$ cat src/rtl/otp_ctrl_chk_sched.sv
// Serialises timer integrity/consistency check requests onto one partition at a time (RR, integ first); grant 1 cycle after request, ack 1 cycle after done.
// otp_prog_busy_i holds off new grants only; optional grant watchdog via OTP_CTRL_CHK_SCHED_WDOG_EN. escalate_en_i uses lc_tx_t encoding (Off = 4'b1010).
module otp_ctrl_chk_sched #(
  parameter int unsigned NumReq    = 10,
  parameter int unsigned WdogWidth = 32
) (
  input  logic              clk_i,
  input  logic              rst_ni,
  input  logic [NumReq-1:0] integ_req_i,
  input  logic [NumReq-1:0] cnsty_req_i,
  output logic [NumReq-1:0] integ_ack_o,
  output logic [NumReq-1:0] cnsty_ack_o,
  output logic [NumReq-1:0] part_integ_req_o,
  output logic [NumReq-1:0] part_cnsty_req_o,
  input  logic [NumReq-1:0] part_done_i,
  input  logic              otp_prog_busy_i,
  input  logic [31:0]       timeout_i,
  input  logic [3:0]        escalate_en_i,
  output logic [15:0]       chk_cnt_o,
  output logic              wdog_timeout_o,
  output logic              fsm_err_o
);

  localparam int unsigned IdxW    = (NumReq > 1) ? $clog2(NumReq) : 1;
  localparam logic [3:0]  LcTxOff = 4'b1010;

  // Pairwise Hamming distance >= 3.
  localparam logic [5:0] IdleSt     = 6'b000111;
  localparam logic [5:0] IntegGntSt = 6'b111000;
  localparam logic [5:0] CnstyGntSt = 6'b011011;
  localparam logic [5:0] ErrorSt    = 6'b101101;

  logic [5:0]        state_d, state_q;
  logic [IdxW-1:0]   idx_d, idx_q;
  logic [IdxW-1:0]   ptr_d, ptr_q;
  logic [NumReq-1:0] integ_ack_d, integ_ack_q;
  logic [NumReq-1:0] cnsty_ack_d, cnsty_ack_q;
  logic [15:0]       cnt_d, cnt_q;
  logic              fsm_err_d, fsm_err_q;
  logic [NumReq-1:0] integ_eff, cnsty_eff, idx_oh;
  logic              gnt_done, wdog_expire, in_gnt;

  function automatic logic [IdxW-1:0] rr_pick(input logic [NumReq-1:0] req,
                                               input logic [IdxW-1:0]   ptr);
    logic [IdxW-1:0] sel;
    logic            found;
    int              j;
    sel   = '0;
    found = 1'b0;
    for (int i = 0; i < int'(NumReq); i++) begin
      j = int'(ptr) + i;
      if (j >= int'(NumReq)) j = j - int'(NumReq);
      if (!found && req[j]) begin
        found = 1'b1;
        sel   = IdxW'(j);
      end
    end
    return sel;
  endfunction

  always_comb begin
    idx_oh = '0;
    for (int i = 0; i < int'(NumReq); i++) idx_oh[i] = (idx_q == IdxW'(i));
  end

  // A request bit is still high during its ack cycle; mask it so it is not re-granted.
  assign integ_eff = integ_req_i & ~integ_ack_q;
  assign cnsty_eff = cnsty_req_i & ~cnsty_ack_q;
  assign gnt_done  = part_done_i[idx_q];
  assign in_gnt    = (state_q == IntegGntSt) || (state_q == CnstyGntSt);

  always_comb begin
    state_d     = state_q;
    idx_d       = idx_q;
    ptr_d       = ptr_q;
    integ_ack_d = '0;
    cnsty_ack_d = '0;
    cnt_d       = cnt_q;
    fsm_err_d   = fsm_err_q;
    case (state_q)
      IdleSt: begin
        if (!otp_prog_busy_i) begin
          if (|integ_eff) begin
            idx_d   = rr_pick(integ_eff, ptr_q);
            state_d = IntegGntSt;
          end else if (|cnsty_eff) begin
            idx_d   = rr_pick(cnsty_eff, ptr_q);
            state_d = CnstyGntSt;
          end
        end
      end
      IntegGntSt, CnstyGntSt: begin
        if (gnt_done) begin
          state_d = IdleSt;
          if (state_q == IntegGntSt) integ_ack_d = idx_oh;
          else                       cnsty_ack_d = idx_oh;
          ptr_d = (idx_q == IdxW'(NumReq - 1)) ? '0 : idx_q + 1'b1;
          if (cnt_q != 16'hFFFF) cnt_d = cnt_q + 16'd1;
        end else if (wdog_expire) begin
          state_d = ErrorSt;
        end
      end
      ErrorSt: ;
      default: begin
        state_d   = ErrorSt;
        fsm_err_d = 1'b1;
      end
    endcase
    // Anything other than Off counts as escalation.
    if (escalate_en_i != LcTxOff) begin
      state_d     = ErrorSt;
      fsm_err_d   = 1'b1;
      integ_ack_d = '0;
      cnsty_ack_d = '0;
    end
  end

  always_ff @(posedge clk_i or negedge rst_ni) begin
    if (!rst_ni) begin
      state_q     <= IdleSt;
      idx_q       <= '0;
      ptr_q       <= '0;
      integ_ack_q <= '0;
      cnsty_ack_q <= '0;
      cnt_q       <= '0;
      fsm_err_q   <= 1'b0;
    end else begin
      state_q     <= state_d;
      idx_q       <= idx_d;
      ptr_q       <= ptr_d;
      integ_ack_q <= integ_ack_d;
      cnsty_ack_q <= cnsty_ack_d;
      cnt_q       <= cnt_d;
      fsm_err_q   <= fsm_err_d;
    end
  end

`ifdef OTP_CTRL_CHK_SCHED_WDOG_EN
  logic [WdogWidth-1:0] wdog_cnt_d, wdog_cnt_q;
  logic                 wdog_armed_d, wdog_armed_q;
  logic                 wdog_to_d, wdog_to_q;
  logic [WdogWidth-1:0] wdog_load;

  assign wdog_load = WdogWidth'(timeout_i);
  // Expire on the cycle the counter would step from 1 to 0; a same-cycle done wins.
  assign wdog_expire = in_gnt && wdog_armed_q && (wdog_cnt_q == WdogWidth'(1));

  always_comb begin
    wdog_cnt_d   = wdog_cnt_q;
    wdog_armed_d = wdog_armed_q;
    wdog_to_d    = wdog_to_q | (wdog_expire & ~gnt_done);
    if (state_q == IdleSt && (state_d == IntegGntSt || state_d == CnstyGntSt)) begin
      wdog_cnt_d   = wdog_load;
      wdog_armed_d = |wdog_load;
    end else if (in_gnt && wdog_cnt_q != '0) begin
      wdog_cnt_d = wdog_cnt_q - 1'b1;
    end
  end

  always_ff @(posedge clk_i or negedge rst_ni) begin
    if (!rst_ni) begin
      wdog_cnt_q   <= '0;
      wdog_armed_q <= 1'b0;
      wdog_to_q    <= 1'b0;
    end else begin
      wdog_cnt_q   <= wdog_cnt_d;
      wdog_armed_q <= wdog_armed_d;
      wdog_to_q    <= wdog_to_d;
    end
  end

  assign wdog_timeout_o = wdog_to_q;
`else
  logic unused_timeout;
  assign unused_timeout = ^{timeout_i, WdogWidth};
  assign wdog_expire    = 1'b0;
  assign wdog_timeout_o = 1'b0;
`endif

  assign part_integ_req_o = (state_q == IntegGntSt) ? idx_oh : '0;
  assign part_cnsty_req_o = (state_q == CnstyGntSt) ? idx_oh : '0;
  assign integ_ack_o      = integ_ack_q;
  assign cnsty_ack_o      = cnsty_ack_q;
  assign chk_cnt_o        = cnt_q;
  assign fsm_err_o        = fsm_err_q;

endmodule

$ cat config.mk
export PLATFORM = sky130hd
export DESIGN_NAME = otp_ctrl_chk_sched
export DESIGN_NICKNAME = d
export VERILOG_FILES = /design/src/rtl/otp_ctrl_chk_sched.sv
export SDC_FILE = /design/constraint.sdc
export NUM_CORES = 1
export LEC_CHECK = 0
export ABC_AREA = 1
export BUFFER_PORTS_ARGS = -buffer_cell sky130_fd_sc_hd__buf_2
export CAP_MARGIN = 20
export CORE_ASPECT_RATIO = 1.1
export CORE_UTILIZATION = 55
export CTS_BUF_LIST = sky130_fd_sc_hd__clkbuf_2 sky130_fd_sc_hd__clkbuf_4 sky130_fd_sc_hd__clkbuf_8
export DETAILED_ROUTE_END_ITERATION = 7
export PLACE_DENSITY = 0.79
export SLEW_MARGIN = 20
export SYNTH_ARGS = -nofsm -noshare
export SYNTH_HDL_FRONTEND = slang
export SYNTH_SLANG_ARGS = --single-unit
$ cat constraint.sdc
create_clock -name clk_i -period 5.4 [get_ports clk_i]
set_input_delay 0 -clock clk_i [delete_from_list [all_inputs] [get_ports clk_i]]
set_output_delay 0 -clock clk_i [all_outputs]
set_load 0.01 [all_outputs]
==> flow_summary_export.csv <==
group,metric,value,unit
run_status,status,"finished, final reports clean",
layout,multi_input_area,0.00401,mm^2
worst_hold_path,holdCritPathClass,"in2reg",
drt,drcViolationCount,0,
synthesis,synthAdderAreaFrac,5.08,%
synthesis,synthArstFlopShare,100,%
synthesis,syn_inst,972,
synthesis,ys_types,53,
floorplanning,pin_count,127,
placed_design,dpl_cell_area,0.00648,mm^2
timing,tns,0,ns
layout,final_layout_size_suffix_gt1_share,17.3,%
synthesis,synthMuxAreaShare,0,%
global_routing,grt_util_all_layers,32.2,%
layout,antenna_cells,0,
floorplanning,start_util,56.6,%
global_routing,grt_pass1_vias,5764,
synthesis,synth_nets,1065,
global_routing,overflow,0,
cts,cts.clk_slew.worst_paths,0.09,ns
drt,detail_route.vias_per_cell,5.49,
synthesis,ys_seq_elements,51,
worst_setup_path,cp-start-kind,"flip-flop",
pwr,power.leakage,3.60,nW
drt,wl,17.8,mm
timing,clock-skew-final,0.00870,ns
global_routing,grt_start_max_net_pins,52,
timing,fmax,260,MHz
pwr,p_per_area,113,mW/mm^2
placed_design,portBuffers,93,
cts,post_cts_resized,0,
synthesis,synth_compound_area_share,10.8,%
cts,cts_buffers,5,
placed_design,dp_hpwl,14.2,mm
drt,drt_pass1_iterations,5,
synthesis,synth_edf_count,0,
cts,clk_latency,0.32,ns
floorplanning,core-area,0.0104,mm^2
worst_setup_path,crit_type,"reg2reg",
synthesis,synth_xor_area_share,3.39,%
layout,final_common_cell,"nand2_1",
worst_setup_path,worst_ep_arrival_time,4.05,ns
timing,finalMaxSlewViolations,0,
worst_setup_path,cp_max_fo,20,
synthesis,yosys.area_share.simple,48.4,%
timing,rsz0062_at_grt,"false",
pwr,peakVddDrop,0.000189,V
synthesis,netlist_area,0.00591,mm^2
floorplanning,rows,39,
synthesis,postSynthAreaPerCell,6.08,um^2
synthesis,synth_top_family_by_area,"simple AND/OR/NAND/NOR gates",
layout,register_area,0.00128,mm^2
floorplanning,die-area,0.0112,mm^2
run,max_cap_viol_count,0,
cts,htreeDepth,2,
timing,post-route-min-period,3.84,ns
drt,vias,6607,
cts,cts_tree,"yes",
drt,final_antenna_net_count,0,
worst_setup_path,end_kind,"flip-flop",
layout,fin_area,0.00659,mm^2
layout,fill_cells,1052,
synthesis,ys.flop_type,"dfrtp_1",
floorplanning,die_y,111,um
worst_setup_path,cp.required,5.61,ns
timing,setup_violations,0,
placed_design,routabilityCongestion,0.933,
timing,finalHoldViolations,0,
synthesis,seq_area_frac_synth,21.6,%
timing,max_slew_margin,30.1,%
floorplanning,die_w,101,um
timing,finalCritPeriodShare,71.2,%
layout,mostFrequentLayoutCells,"nand2_1 (270), nand3_1 (128), inv_1 (120)",
timing,tightest_slew,1.04,ns
layout,syn_to_final_growth,11.4,%
global_routing,grt_pass1_wl,28.3,mm
global_routing,antenna_found_initial,0,
layout,nNetsFinal,1152,
drt,drt_iter0_drc,516,
synthesis,yosysWarnings,0,
cts,cts_buffer_depth,2,
cts,cts-root-buf,"clkbuf_8",
cts,cts_sinks,51,
drt,wire_per_inst,14.8,um
==> final timing paths <==
kind,end,slack [ns],startpoint,cells after the start
worst min register to register,fsm_err_o,0.48,fsm_err_o,2
worst max-delay path,idx_q[2],1.56,ptr_q[1],19
max in group asynchronous,chk_cnt_o[6],4.65,rst_ni,3
worst max register to register,idx_q[2],1.56,ptr_q[1],19
min in group asynchronous,state_q[3],0.32,rst_ni,3
worst min-delay path,idx_q[0],0.17,otp_prog_busy_i,5
==> state kept, by name, indices dropped and copies added (netlist names) <==
signal	count
chk_cnt_o	16
fsm_err_o	1
idx_q	4
integ_ack_o	10
cnsty_ack_o	10
state_q	6
ptr_q	4
==> cell type report <==
cell class / instances / share of cell area, %
repair buffers: 97 / 7.56
well taps: 143 / 2.72
multi-input cells: 767 / 60.8
clock buffers: 6 / 1.25
inverters: 137 / 7.96
clock inverters: 2 / 0.247
flip-flops and latches: 51 / 19.4
==> cells in the mapped netlist (5+ instances only) <==
library cell	count	area share (%)
ha_1	24	5.1
nand2_1	270	17
nor2_4	5	0.95
nand2_2	18	1.9
nor2_1	104	6.6
nand4_1	20	2.1
nand2_4	7	1.3
inv_2	12	0.76
a21oi_1	16	1.4
nand3_2	9	1.5
o21ai_0	35	3.0
inv_1	120	7.6
o21ai_1	20	1.7
nor3_1	30	2.5
clkbuf_1	6	0.38
xnor2_1	6	0.89
dfrtp_1	48	20
nand3_1	128	11
xor2_1	15	2.2
buf_2	5	0.42
o211ai_1	14	1.8
==> through the flow <==
| step | setup slack [ns] | total power [W] | std cells | hold WS, ns | util, % |
|---|---|---|---|---|---|
| 4_1_cts | 1.59 | 0.000743 | 1203 | 0.158 | 63.1 |
| 3_5_place_dp | 1.60 | 0.000511 | 1194 | 0.143 | 62.0 |
| 2_1_floorplan | 2.11 | 0.000467 | 972 | -0.296 | - |
| 6_report | 1.56 | 0.000742 | 1203 | 0.166 | 63.1 |
| 5_1_grt | 1.23 | 0.000777 | 1203 | 0.200 | 63.1 |
| 3_3_place_gp | 1.67 | 0.000509 | 1194 | 0.139 | 62.0 |
==> cell families (layout without fill, tap and decap cells) <==
kind of cell | Yosys count | in the layout
adders and majority gates | 24 | 24
xor gates and xnor gates | 22 | 22
other | 1 | 1
and+or+nand+nor | 614 | 614
DFF | 51 | 51
AOI/OAI and AO/OA | 106 | 106
buffers and inverters | 154 | 242
==> where the power goes <==
part	internal, W	switching, W
clock	0.000105	0.000131
sequential	0.000383	0.00000157
combinational	0.0000393	0.0000827
==> worst max-delay path, cell delays in order, from the launching register on <==
cell	delay [ns]
dfrtp_1	0.33
buf_4	0.24
inv_2	0.18
ha_1	0.60
inv_2	0.21
ha_1	0.34
inv_1	0.11
nand3_1	0.10
o21ai_1	0.23
nand3_1	0.15
nand3_1	0.17
nand4_2	0.16
nor2_8	0.18
nand4_4	0.13
nor2_4	0.17
nand2_4	0.09
o21ai_1	0.13
nor2_1	0.06
nor2_1	0.11
nor2_1	0.05
==> metal layers <==
metal  share of wire, %  vias up  routed length (um)  global-route usage, %
met5                  0        -                   0                      0
li1                   -     3327                   -                      -
met3                7.8       57                1400                   5.11
met4                4.9        0                 880                   16.4
met1                 43     2941                7630                   43.0
met2                 44      282                7920                   50.1
==> timing repair <==
action / in CTS / in global routing
hold buffers: 1 / 0
endpoints found under the hold margin: 48 / 0
buffers inserted: 0 / 0
Power figures use the tool's default switching activity.
